File: src/rtl/keyword_uart_tx.sv
// rtl/keyword_uart_tx.sv - keyword change detector, event FIFO and 8N1 hex-character UART transmitter
module keyword_uart_tx #(
  parameter int CLKS_PER_BIT = 434,
  parameter int FIFO_DEPTH   = 4
) (
  input  logic       clk,
  input  logic       rst_n,
  input  logic [3:0] keyword_in,
  input  logic       overflow_clr,
  output logic       uart_txd,
  output logic       tx_busy,
  output logic       overflow
);

  localparam int CW = (CLKS_PER_BIT > 1) ? $clog2(CLKS_PER_BIT) : 1;
  localparam int PW = (FIFO_DEPTH > 1) ? $clog2(FIFO_DEPTH) : 1;
  localparam logic [CW-1:0] BAUD_LAST = CW'(CLKS_PER_BIT - 1);
  localparam logic [PW:0]   FULL      = (PW + 1)'(FIFO_DEPTH);

  typedef enum logic [1:0] {
    S_IDLE,
    S_START,
    S_DATA,
    S_STOP
  } state_t;

  state_t        state_q, state_d;
  logic [CW-1:0] baud_q, baud_d;
  logic [2:0]    bit_q, bit_d;
  logic [7:0]    shreg_q, shreg_d;
  logic          txd_q, txd_d;
  logic [3:0]    last_kw_q, last_kw_d;
  logic [PW-1:0] wr_ptr_q, wr_ptr_d;
  logic [PW-1:0] rd_ptr_q, rd_ptr_d;
  logic [PW:0]   count_q, count_d;
  logic          overflow_q, overflow_d;
  logic [3:0]    mem_q [FIFO_DEPTH];
  logic [3:0]    mem_d [FIFO_DEPTH];

  logic push, pop, full, push_ok, drop;

  // Hex digit to ASCII: '0'..'9' then 'A'..'F'
  function automatic logic [7:0] encode(input logic [3:0] id);
    return (id < 4'd10) ? (8'h30 + {4'h0, id}) : (8'h37 + {4'h0, id});
  endfunction

  // A new event is any change to a non-zero keyword; popping only from IDLE
  assign push    = (keyword_in != last_kw_q) && (keyword_in != 4'd0);
  assign pop     = (state_q == S_IDLE) && (count_q != '0);
  assign full    = (count_q == FULL);
  assign push_ok = push && (!full || pop);
  assign drop    = push && full && !pop;

  // Event FIFO, last-keyword tracking and sticky overflow (set beats clear)
  always_comb begin
    last_kw_d  = keyword_in;
    mem_d      = mem_q;
    wr_ptr_d   = wr_ptr_q;
    rd_ptr_d   = rd_ptr_q;
    count_d    = count_q;
    overflow_d = overflow_q;
    if (push_ok) begin
      mem_d[wr_ptr_q] = keyword_in;
      wr_ptr_d        = wr_ptr_q + 1'b1;
    end
    if (pop) begin
      rd_ptr_d = rd_ptr_q + 1'b1;
    end
    case ({push_ok, pop})
      2'b10:   count_d = count_q + 1'b1;
      2'b01:   count_d = count_q - 1'b1;
      default: count_d = count_q;
    endcase
    if (drop) begin
      overflow_d = 1'b1;
    end else if (overflow_clr) begin
      overflow_d = 1'b0;
    end
  end

  // TX frame sequencer: start bit, 8 data bits LSB first, stop bit
  always_comb begin
    state_d = state_q;
    baud_d  = baud_q;
    bit_d   = bit_q;
    shreg_d = shreg_q;
    txd_d   = txd_q;
    case (state_q)
      S_IDLE: begin
        txd_d = 1'b1;
        if (pop) begin
          shreg_d = encode(mem_q[rd_ptr_q]);
          state_d = S_START;
          baud_d  = '0;
          txd_d   = 1'b0;
        end
      end
      S_START: begin
        if (baud_q == BAUD_LAST) begin
          state_d = S_DATA;
          baud_d  = '0;
          bit_d   = 3'd0;
          txd_d   = shreg_q[0];
          shreg_d = shreg_q >> 1;
        end else begin
          baud_d = baud_q + 1'b1;
        end
      end
      S_DATA: begin
        if (baud_q == BAUD_LAST) begin
          baud_d = '0;
          if (bit_q == 3'd7) begin
            state_d = S_STOP;
            txd_d   = 1'b1;
          end else begin
            bit_d   = bit_q + 3'd1;
            txd_d   = shreg_q[0];
            shreg_d = shreg_q >> 1;
          end
        end else begin
          baud_d = baud_q + 1'b1;
        end
      end
      S_STOP: begin
        if (baud_q == BAUD_LAST) begin
          state_d = S_IDLE;
          baud_d  = '0;
          txd_d   = 1'b1;
        end else begin
          baud_d = baud_q + 1'b1;
        end
      end
      default: begin
        state_d = S_IDLE;
        baud_d  = '0;
        txd_d   = 1'b1;
      end
    endcase
  end

  // State registers; reset snaps the line high even mid-frame
  always_ff @(posedge clk or negedge rst_n) begin
    if (!rst_n) begin
      state_q    <= S_IDLE;
      baud_q     <= '0;
      bit_q      <= '0;
      shreg_q    <= '0;
      txd_q      <= 1'b1;
      last_kw_q  <= '0;
      wr_ptr_q   <= '0;
      rd_ptr_q   <= '0;
      count_q    <= '0;
      overflow_q <= 1'b0;
      for (int i = 0; i < FIFO_DEPTH; i++) begin
        mem_q[i] <= '0;
      end
    end else begin
      state_q    <= state_d;
      baud_q     <= baud_d;
      bit_q      <= bit_d;
      shreg_q    <= shreg_d;
      txd_q      <= txd_d;
      last_kw_q  <= last_kw_d;
      wr_ptr_q   <= wr_ptr_d;
      rd_ptr_q   <= rd_ptr_d;
      count_q    <= count_d;
      overflow_q <= overflow_d;
      mem_q      <= mem_d;
    end
  end

  assign uart_txd = txd_q;
  assign overflow = overflow_q;
  assign tx_busy  = (state_q != S_IDLE) || (count_q != '0);

endmodule

File: config.mk
export PLATFORM = sky130hd
export DESIGN_NAME = keyword_uart_tx
export DESIGN_NICKNAME = d
export VERILOG_FILES = /design/src/rtl/keyword_uart_tx.sv
export SDC_FILE = /design/constraint.sdc
export NUM_CORES = 1
export LEC_CHECK = 0
export ABC_AREA = 1
export BUFFER_PORTS_ARGS = -buffer_cell sky130_fd_sc_hd__buf_2
export CORE_MARGIN = 2
export CORE_UTILIZATION = 40
export CTS_CLUSTER_DIAMETER = 150
export DETAILED_ROUTE_END_ITERATION = 7
export SLEW_MARGIN = 15
export SYNTH_ARGS = -nofsm -noshare
export SYNTH_HDL_FRONTEND = slang
export SYNTH_SLANG_ARGS = --single-unit
File: constraint.sdc
create_clock -name clk -period 2 [get_ports clk]
set_input_delay 0.4 -clock clk [delete_from_list [all_inputs] [get_ports clk]]
set_output_delay 0.4 -clock clk [all_outputs]
set_load 0.01 [all_outputs]
Yosys cells after proc, flatten, opt, wreduce, memory -nomap -nowiden
Cells that the tools add are included.
{"block": "word_totals", "latch_bits": 0, "romBits": 0, "out_inout_bits": 3, "mem_count": 0, "reg_bits": 51, "inputBits": 7, "elab_cells": 100, "ram_bits": 0}
{"block": "op_classes", "n_bitwise": 2, "shift": 0, "order_cmp": 4, "muxes": 34, "div": 0, "n_addsub": 8, "n_eq_ne": 15, "mul": 0, "n_reduce_logical": 23}
{"cell": "$mux 8", "n": 4}
{"cell": "$pmux 8 s3", "n": 1}
{"cell": "$mux 9", "n": 2}
{"cell": "$pmux 9 s2", "n": 1}
{"cell": "$bwmux 16", "n": 1}
{"cell": "$add 6x4->7 const A", "n": 2}
{"cell": "$mux 4", "n": 3}
{"cell": "$ne 2x2->1 const B", "n": 6}
{"cell": "$pmux 3 s2", "n": 2}
{"cell": "$mux 2", "n": 5}
{"cell": "$reduce_and 5->1", "n": 2}
{"cell": "$add 9x1->9 const B", "n": 1}
{"cell": "$eq 9x9->1 const B", "n": 1}
{"cell": "$mux 3", "n": 3}
{"cell": "$bmux 4 s2", "n": 1}
{"cell": "$demux 4 s2", "n": 1}
{"cell": "$pmux 2 s4", "n": 1}
{"cell": "$reduce_bool 2->1", "n": 4}
{"cell": "$mux 1", "n": 7}
{"cell": "$mux 7", "n": 1}
{"cell": "$add 3x1->3 const B", "n": 2}
{"cell": "$eq 2x2->1 const B", "n": 3}
{"cell": "$eq 3x3->1 const B", "n": 2}
{"cell": "$ge 3x3->1 const B", "n": 2}
{"cell": "other kinds (17)", "n": 28}

Longest topological paths before layout
Gate-level depths: netlist of the first run.
{"block": "logic_depth", "depth_word": 8, "ltp_mapped": 14, "depth_no_buf": 14}

Worst setup path before layout of the first run
No wires, ideal clock.
{"block": "synth_timing", "path_kind": "flip-flop to flip-flop", "from": "register state_q[0]", "to": "register count_q[2]", "synth_period_minus_slack_ns": 1.700, "path_slack_ns": 0.300, "arrival_ns": 1.584, "path_stages_with_launch": 12, "setup_time_ns": 0.116, "t_required_ns": 1.884, "path_cell_list": "dfrtp_1 > inv_1 > ha_1 > nand2_1 > inv_1 > nand2_1 > inv_1 > fa_1 > inv_1 > nand2_1 > nand3_1 > nand2_1"}
{"block": "synth_via", "elab_chain_len": 6, "word_cells_on_any_way": 8, "classes_between": "eq/ne: 2; mux: 1; reduce/logical: 5"}
{"item": "from (decl)", "line_no": "27", "rtl": "state_t state_q, state_d;"}
{"item": "from (signal assigned)", "line_no": "158", "rtl": "state_q <= state_d;"}
{"item": "$logic_not 2->1 (*)", "line_no": "49", "rtl": "assign pop = (state_q == S_IDLE) && (count_q != '0);"}
{"item": "$logic_and 1x1->1 (*)", "line_no": "49"}
{"item": "$logic_or 1x1->1", "line_no": "51", "rtl": "assign push_ok = push && (!full || pop);"}
{"item": "$logic_and 1x1->1", "line_no": "51"}
{"item": "$eq 2x1->1 / $eq 2x2->1 (equally long branches)", "line_no": "69", "rtl": "case ({push_ok, pop})"}
{"item": "$pmux 3 s2 / $reduce_bool 2->1 (equally long branches)"}
{"item": "to (signal assigned)", "line_no": "166", "rtl": "count_q <= count_d;"}
{"item": "to (decl)", "line_no": "35", "rtl": "logic [PW:0] count_q, count_d;"}
Every way passes the cells marked *; elsewhere a longest branch is shown, timed or not.
A chain may end at the register's enable or synchronous reset.

Worst setup path in the final report of the first run
{"block": "layout_timing", "from": "register state_q[0]", "to": "output tx_busy"}
{"block": "layout_via", "elab_chain_len": 2}
{"item": "$reduce_bool 2->1", "line_no": "174", "rtl": "assign tx_busy = (state_q != S_IDLE) || (count_q != '0);"}
{"item": "$logic_or 1x1->1", "line_no": "174"}
{"item": "to (decl)", "line_no": "11", "rtl": "output logic tx_busy,"}
Every way passes these cells.

==> results of run 1 <==
==> timing repair <==
item | CTS | global route
setup buffers | 1 | 2
gates resized for setup | 1 | 7
setup endpoints to repair | 2 | 15
pin swaps | 1 | 0
==> worst register-to-register path: stages, from the launching register on <==
cell      delay [ns]
dfrtp_1         0.42
inv_2           0.09
ha_1            0.24
or2_4           0.28
o21ai_0         0.30
nand3b_1        0.22
nand2_1         0.09
o21ai_0         0.08
==> final timing paths <==
check / start / end / slack [ns] / cells after the start
worst max-delay path: state_q[0] / tx_busy / 0.15 / 6
worst min-delay path: rst_n / baud_q[4] / 0.02 / 1
worst max register to register: state_q[0] / state_q[0] / 0.17 / 7
worst min register to register: bit_q[1] / bit_q[1] / 0.49 / 2
max in group asynchronous: rst_n / count_q[0] / 1.43 / 2
min in group clk: keyword_in[1] / last_kw_q[1] / 0.22 / 1
==> registers in the layout, indices dropped and copies added, names as in the netlist <==
signal	flops
bit_q	3
mem_q	16
wr_ptr_q	2
shreg_q	7
last_kw_q	4
overflow	1
state_q	2
baud_q	9
count_q	3
rd_ptr_q	2
uart_txd	1
==> cells in the final DEF (no fill, tap or decap), types with 3 or more instances in the layout <==
cell / count
o21a_1: 12
nand2_1: 100
a21oi_1: 8
nand4_1: 4
o21ai_0: 16
inv_1: 36
clkbuf_8: 5
nand3b_1: 3
buf_4: 8
ha_1: 13
nand3_1: 18
buf_2: 9
nand2_2: 4
inv_2: 4
xor2_1: 5
nor3_1: 3
o22ai_1: 5
nor2_1: 27
dfrtp_1: 48
nor2_4: 5
==> area by class of cell <==
type                    instances  area, um2  share of cell area [%]
multi-input cells             236       1291                   42.52
flip-flops and latches         50       1254                   41.29
inverters                      42      160.2                   5.274
repair buffers                 18      125.1                   4.120
well taps                      77      96.34                   3.173
clock buffers                   6      72.57                   2.390
clock inverters                 2      37.54                   1.236
==> through the flow <==
stage / hold WS [ns] / setup WS (ns) / std cells
floorplan: 0.1044 / 0.2999 / 331
global placement: 0.3704 / 0.08707 / 420
detailed placement: 0.3716 / 0.04706 / 420
CTS: 0.03074 / 0.01367 / 429
global route: 0.04205 / 0.02431 / 431
finish: 0.02410 / 0.1508 / 431
==> synth_stat cells (2+ instances only) <==
cell | count | area (um2)
dfrtp_1 | 49 | 1226
nor2_1 | 28 | 105.1
xor2_1 | 5 | 43.79
xnor2_1 | 2 | 17.52
a21oi_1 | 8 | 40.04
o21ai_0 | 16 | 80.08
nor2_4 | 5 | 56.30
nand2_2 | 2 | 12.51
o21ai_1 | 2 | 10.01
nand2_1 | 102 | 382.9
nor3_1 | 3 | 15.01
nand3_1 | 18 | 90.09
o22ai_1 | 5 | 31.28
o21a_1 | 12 | 90.09
inv_2 | 2 | 7.510
buf_4 | 2 | 15.01
nand4_1 | 4 | 25.02
ha_1 | 14 | 175.2
a31oi_1 | 2 | 12.51
nand3b_1 | 3 | 22.52
inv_1 | 38 | 142.6
==> logic make-up after synthesis <==
| kind of cell | after synthesis | share of synthesized area (%) |
|---|---|---|
| and+or+nand+nor | 167 | 27.21 |
| buffers and inverters | 45 | 6.663 |
| xor gates and xnor gates | 7 | 2.268 |
| AOI/OAI and AO/OA | 47 | 10.32 |
| DFF | 50 | 46.32 |
| adders and majority gates | 15 | 7.219 |
==> per-layer routing <==
metal | vias up | wire length [um] | share of wire (%) | global-route usage (%)
met5 | - | 0 | 0 | 0
met2 | 27 | 2330 | 45 | 24.38
met3 | 6 | 126 | 2.5 | 3.143
met1 | 964 | 2615 | 51 | 19.85
met4 | 0 | 58 | 1.1 | 4.261
li1 | 1099 | - | - | -
==> power breakdown <==
part	internal [mW]	total, mW	switching (mW)
combinational	1.01	2.51	1.51
sequential	1.42	1.71	0.291
clock	0.374	0.721	0.347
==> reports/qor.csv, run 1 <==
metric,value,unit
via_count,2096,
start_kind,flip-flop,
synthesis.nets,353,
fmax,540.8,MHz
critical_path.top_delay_family,buffers and inverters,
setup_tns,0,ns
final_max_slew_viol_count,0,
ant_nets,0,
worstSkewPairLatency,0.31,ns
fin_area,3037,um2
dr.pass1.iters,4,
cts_buffers,5,
initial_utilization,41.86,%
netlist_area,2704,um2
grt_max_degree,34,
powerDensity,1629,nW/um2
nNetsFinal,375,
clockRootBuffer,clkbuf_8,
dieArea,7433,um2
cts_max_level,2,
grt_pass1_wl,8783,um
routed_wl,5130,um
num-fill-cells,649,
synth_edf_count,0,
critPathKind,reg -> out,
clk_pin_slew_worst_paths,0.10,ns
grt_pass1_vias,1985,
period_share,92.46,%
ys.flop_type,dfrtp_1,
wl_per_cell,11.90,um
ctsHoldBuffers,0,
outcome,completed,
path_cells,inv_2 -> ha_4 -> inv_1 -> nor2_4 -> inv_1 -> buf_2,
synth_seq_cells,50,
gp_congestion,0.7675,
async_flop_share,100.0,%
first_iter_violations,90,
die_h,86.22,um
grt_util_all_layers,14.82,%
max_stage_delay,0.43,ns
antenna_cells,0,
cp_max_fo,4,
dp_hpwl,3730,um
min_path_type,in -> async,
cts_sinks,50,
io_buffers,9,
dpl_cell_area,2883,um2
fin_crit,1.849,ns
ios,10,
dieWidth,86.22,um
p_leak,1.508,nW
relSlewSlack,69.70,%
ys_seq_area_share,46.32,%
clockBufferDepth,2,
antenna_found_initial,0,
yosys_warnings,0,
cp-end-kind,output pin,
synth.avg_cell_area,8.169,um2
p_total,4.946,mW
maxCapViolCount,0,
ir_drop,0.0007110,V
hold_viol,0,
design.core.area,6459,um2
post_drt_via_cell_ratio,4.863,
drc,0,
synth_cells,331,
area_growth,12.31,%
rsz0062_at_grt,no,
fin_util,47.02,%
row_count,29,
grt_overflow,0,
crit_required,1.60,ns
setup_viol,0,
final_layout_size_suffix_gt1_share,12.71,%
synth.distinct_cells,30,
critical-path-slowest-cell,dfrtp_1,
tightest_slew,0.4545,ns
cts_tree,yes,
path_common_cell,inv_1,
fin_worst_skew,0.008767,ns
critPathBufInv,4,
crit_arrival,1.45,ns
(Power assumes the default switching activity.)
==> inputs of run 2 (changes only) <==
Settings changed: BUFFER_PORTS_ARGS -buffer_cell sky130_fd_sc_hd__buf_2 to not set, DONT_BUFFER_PORTS set to 1.
==> run 2 against run 1 <==
Net effect:
- power about the same
- largest power group unchanged
- combinational power down 6%
- sequential power barely moved
- critical endpoint unchanged
- non-clock buffer count shrank 10
- sequential share of layout area rose by 0.30 points
- via count shrank 2.8%
- worst setup slack worse by 0.030 ns
- clock skew shrank 0.0014 ns
- highest routed layer unchanged
==> reports/qor.csv, run 2 (synthesis results as in run 1) <==
metric,value,unit
reg.largest.list,"mem_q: 16 flops, baud_q: 9 flops, shreg_q: 7 flops",
ios,10,
final_common_cell,nand2_1,
grt_max_degree,51,
ir_drop,0.0005750,V
r2r_cells,7,
row_count,29,
powerDensity,1643,nW/um2
cts_tree,yes,
dieArea,7433,um2
routed_wl,4961,um
hold_path_depth,0,
first_iter_violations,75,
cts_sinks,50,
setup_viol,0,
fin_worst_skew,0.007366,ns
ant_nets,0,
maxCapViolCount,0,
final_layout_size_suffix_gt1_share,8.721,%
final_cell_mix,"nand2_1, dfrtp_1, inv_1, nor2_1, nand3_1",
finalWorstSetupSlack,0.1204,ns
area_growth,11.38,%
grt_util_all_layers,14.64,%
dpl_cell_area,2818,um2
tightest_slew,0.3709,ns
path_cells,inv_1 -> ha_2 -> inv_1 -> nor2_4 -> clkinvlp_4,
largest_reg_flops,16,
fin_area,3012,um2
relSlewSlack,75.27,%
setup_tns,0,ns
min_path_type,in -> reg,
clk_pin_slew_worst_paths,0.09,ns
crit_required,1.60,ns
cp_max_fo,7,
clockRootBuffer,clkbuf_8,
wl_per_cell,11.78,um
start_kind,flip-flop,
crit_arrival,1.48,ns
outcome,completed,
antenna_cells,0,
place_ws,0.1050,ns
post_drt_via_cell_ratio,4.838,
antenna_found_initial,0,
path_common_cell,inv_1,
hold_viol,0,
r2r-start,state_q[0],
r2r-end,state_q[1],
min_to,last_kw_q[2],
worstSkewPairLatency,0.30,ns
p_leak,1.489,nW
period_share,93.98,%
regMostFlops,mem_q,
design.core.area,6459,um2
die_h,86.22,um
nNetsFinal,365,
clockBufferDepth,2,
fin_util,46.63,%
dr.pass1.iters,4,
io_buffers,0,
critical-path-slowest-cell,dfrtp_1,
fmax,532.0,MHz
dieWidth,86.22,um
cts_max_level,2,
fin_crit,1.880,ns
dpl.cell_count,410,
cts_buffers,5,
grt_overflow,0,
fin_cells,421,
rsz0062_at_grt,no,
critPathKind,reg -> out,
cp-end-kind,output pin,
initial_utilization,41.86,%
drc,0,
dp_hpwl,3664,um
via_count,2037,
final_max_slew_viol_count,0,
grt_pass1_vias,1975,
grt_pass1_wl,8859,um
max_stage_delay,0.43,ns
min-delay-start,keyword_in[2],
r2r_slack,0.16,ns
p_total,4.949,mW
gp_congestion,0.7679,
hold_ws,0.1150,ns
run 2: cell count changes in the layout (fill, tap and decap cells not counted), sizes merged:
cell / previous run / this run
inv: 41 / 40
dlygate4sd3: 0 / 1
buf: 18 / 7
bufinv: 1 / 2
run 2: what timing repair did:
action	4_1_cts	5_1_grt
setup endpoints to repair	1	4
hold buffers	2	0
resized for setup	1	1
pin swaps	1	0
setup buffers	1	0
endpoints found under the hold margin	50	0
run 2: routing by layer:
metal / vias up / global-route usage [%] / share of wire (%)
li1: 1076 / - / -
met1: 940 / 19.84 / 51
met2: 17 / 23.89 / 46
met3: 4 / 3.048 / 2.5
met4: 0 / 4.119 / 0.60
met5: - / 0 / 0
run 2: how the worst max path moves through the flow:
stage,start,cells past startpoint,endpoint,slack [ns]
finish,state_q[1],5,tx_busy,0.12
global route,count_q[0],11,count_q[2],0.0002
CTS,state_q[0],5,tx_busy,0.06
detailed placement,state_q[0],11,count_q[2],0.10
global placement,state_q[1],8,mem_q[6],0.21
floorplan,state_q[0],11,count_q[2],0.30
run 2: layout make-up:
cell class	instances	area, um2
Sequential cell	50	1252
Timing Repair Buffer	8	82.58
Inverter	42	163.9
Clock buffer	6	82.58
Clock inverter	2	60.06
Multi-Input combinational cell	236	1274
Fill cell	623	3447
Tap cell	77	96.34
run 2: where the power goes:
part | switching (mW) | leakage, nW | internal (mW)
clock network | 0.335 | 0.0714 | 0.533
registers | 0.294 | 0.605 | 1.42
logic | 1.44 | 0.812 | 0.925
total | 2.07 | 1.49 | 2.88
run 2: worst max-delay path, delay by kind of cell, from the launching register on:
kind	cells	cell delay (ns)
DFF	1	0.43
and+or+nand+nor	1	0.12
buffers and inverters	3	0.42
adders and majority gates	1	0.22
==> inputs of run 3 (changes only) <==
Settings changed: CORE_UTILIZATION 40 to 57, PLACE_DENSITY set to 0.75.
Clock period 2 ns to 1.65 ns, I/O delays scaled along.
==> run 3 against run 2 <==
Net effect:
- the run now ends with negative setup slack left
- non-clock buffer count grew 26
- core utilization grew 24 points
- via count grew 12%
- combinational power grew 55%
- critical path depth grew 1
- clock skew is essentially flat
- sequential cell count is the same
- worst setup slack lost 0.13 ns
- die area shrank 29%
- critical endpoint unchanged
- largest cell class unchanged
- largest power group unchanged
==> reports/qor.csv, run 3 (synthesis results as in run 1) <==
metric,value,unit
outcome,"finished, violations left",
violations,negative setup slack,
antenna_cells,0,
fin_worst_skew,0.007836,ns
grt_overflow,0,
initial_utilization,58.01,%
clk_pin_slew_worst_paths,0.09,ns
cts_tree,yes,
fin_area,3279,um2
reg.largest.list,"mem_q: 16 flops, baud_q: 9 flops, shreg_q: 7 flops",
min_to,last_kw_q[2],
cts_buffers,5,
dp_hpwl,3668,um
crit_arrival,1.33,ns
via_count,2281,
grt_util_all_layers,23.32,%
wl_per_cell,13.29,um
post_drt_via_cell_ratio,5.367,
final_common_cell,nand2_1,
min-delay-start,keyword_in[2],
met1_usage,27.95,%
grt_pass1_wl,9660,um
cts_max_level,2,
clockRootBuffer,clkbuf_8,
grt_pass1_vias,2245,
cp-end-kind,output pin,
powerDensity,2069,nW/um2
setup_viol,4,
r2r_slack,0,ns
ios,10,
p_leak,1.638,nW
area_growth,21.29,%
rsz0062_at_grt,yes,
row_count,25,
netSwitchingFraction,41.84,%
ant_nets,0,
p_total,6.783,mW
critPathKind,reg -> out,
r2r_cells,9,
grt.busiest_layer,met2,
die_h,72.88,um
r2r-end,shreg_q[6],
num-fill-cells,346,
nNetsFinal,392,
crit_required,1.32,ns
globalRouteMet2Util,41.11,%
largest_reg_flops,16,
tightest_slew,0.2478,ns
routed_wl,5647,um
grtUsageMet3,4.420,%
period_share,100.6,%
dieWidth,72.88,um
fmax,602.5,MHz
power.share.clock,15.6,%
hold_ws,0.05030,ns
pwr-share-comb,54.0,%
antenna_found_initial,0,
switchingPower,2.838,mW
final_cell_mix,"nand2_1, dfrtp_1, inv_1, buf_4, nor2_1",
maxCapViolCount,0,
hold_path_depth,0,
cp_max_fo,6,
cts_sinks,50,
hold_viol,0,
first_iter_violations,113,
final_max_slew_viol_count,0,
fin_crit,1.660,ns
dieArea,5311,um2
grt_max_degree,51,
clockBufferDepth,2,
relSlewSlack,83.48,%
regMostFlops,mem_q,
gp_congestion,0.8238,
worstSkewPairLatency,0.30,ns
finalWorstSetupSlack,-0.009809,ns
r2r-start,state_q[0],
final_layout_size_suffix_gt1_share,22.10,%
p_seq_share,30.4,%
drc,0,
io_buffers,0,
p_int,3.945,mW
start_kind,flip-flop,
design.core.area,4661,um2
min_path_type,in -> reg,
dpl_cell_area,2942,um2
dr.pass1.iters,4,
ir_drop,0.001070,V
run 3: metrics by stage:
| step | setup TNS, ns | setup WS [ns] | util, % | cells |
|---|---|---|---|---|
| 2_1_floorplan | 0 | 0.004510 | - | 331 |
| 4_1_cts | -0.09351 | -0.03945 | 67.76 | 418 |
| 3_5_place_dp | -0.7637 | -0.09153 | 63.11 | 405 |
| 5_1_grt | -1.152 | -0.1245 | 70.36 | 425 |
| 6_report | -0.01807 | -0.009809 | 70.36 | 425 |
| 3_3_place_gp | -0.05173 | -0.02038 | 63.11 | 405 |
run 3: layout make-up:
| cell class | instances | area (um2) | area share [%] |
|---|---|---|---|
| clock buffer | 6 | 82.58 | 2.518 |
| clock inverter | 2 | 60.06 | 1.831 |
| inverter | 42 | 162.7 | 4.960 |
| multi-input combinational | 237 | 1354 | 41.28 |
| sequential | 50 | 1254 | 38.23 |
| tap | 54 | 67.56 | 2.060 |
| timing repair buffer | 34 | 299.0 | 9.119 |
run 3: how the worst max path moves through the flow:
stage               start    endpoint  cells after the start
2_1_floorplan  count_q[0]  count_q[2]                     11
3_3_place_gp   state_q[0]  shreg_q[2]                      9
3_5_place_dp   state_q[0]  shreg_q[3]                      9
4_1_cts        count_q[1]     tx_busy                      6
5_1_grt        state_q[0]  shreg_q[5]                      9
6_report       count_q[1]     tx_busy                      6
run 3: critical path, cell delays in order, from the launching register on:
cell and delay [ns]:
dfrtp_1 0.40, nor2_2 0.14, nand2_2 0.07, buf_6 0.12, nor2_4 0.12, inv_2 0.06
buf_12 0.13
run 3: timing repair:
item | in CTS | in global routing
hold buffers | 2 | 0
gates resized for setup | 10 | 29
pin swaps | 2 | 7
endpoints found under the setup margin | 26 | 32
gates cloned | 1 | 0
endpoints found under the hold margin | 50 | 0
buffers inserted | 2 | 7
run 3: power groups by stage:
stage | clock (mW) | combinational (mW) | sequential, mW
3_3_place_gp | 0 | 3.02 | 2.06
3_5_place_dp | 0 | 3.10 | 2.07
6_report | 1.06 | 3.67 | 2.06
2_1_floorplan | 0 | 2.37 | 1.97
5_1_grt | 1.12 | 4.17 | 2.12
4_1_cts | 1.08 | 3.33 | 2.05
run 3: routing by layer:
| layer | vias up | part of all wire, % | routed length [um] |
|---|---|---|---|
| met1 | 1101 | 43 | 2412 |
| met2 | 33 | 52 | 2930 |
| li1 | 1131 | - | - |
| met5 | - | 0 | 0 |
| met3 | 16 | 2.7 | 150 |
| met4 | 0 | 2.7 | 154 |
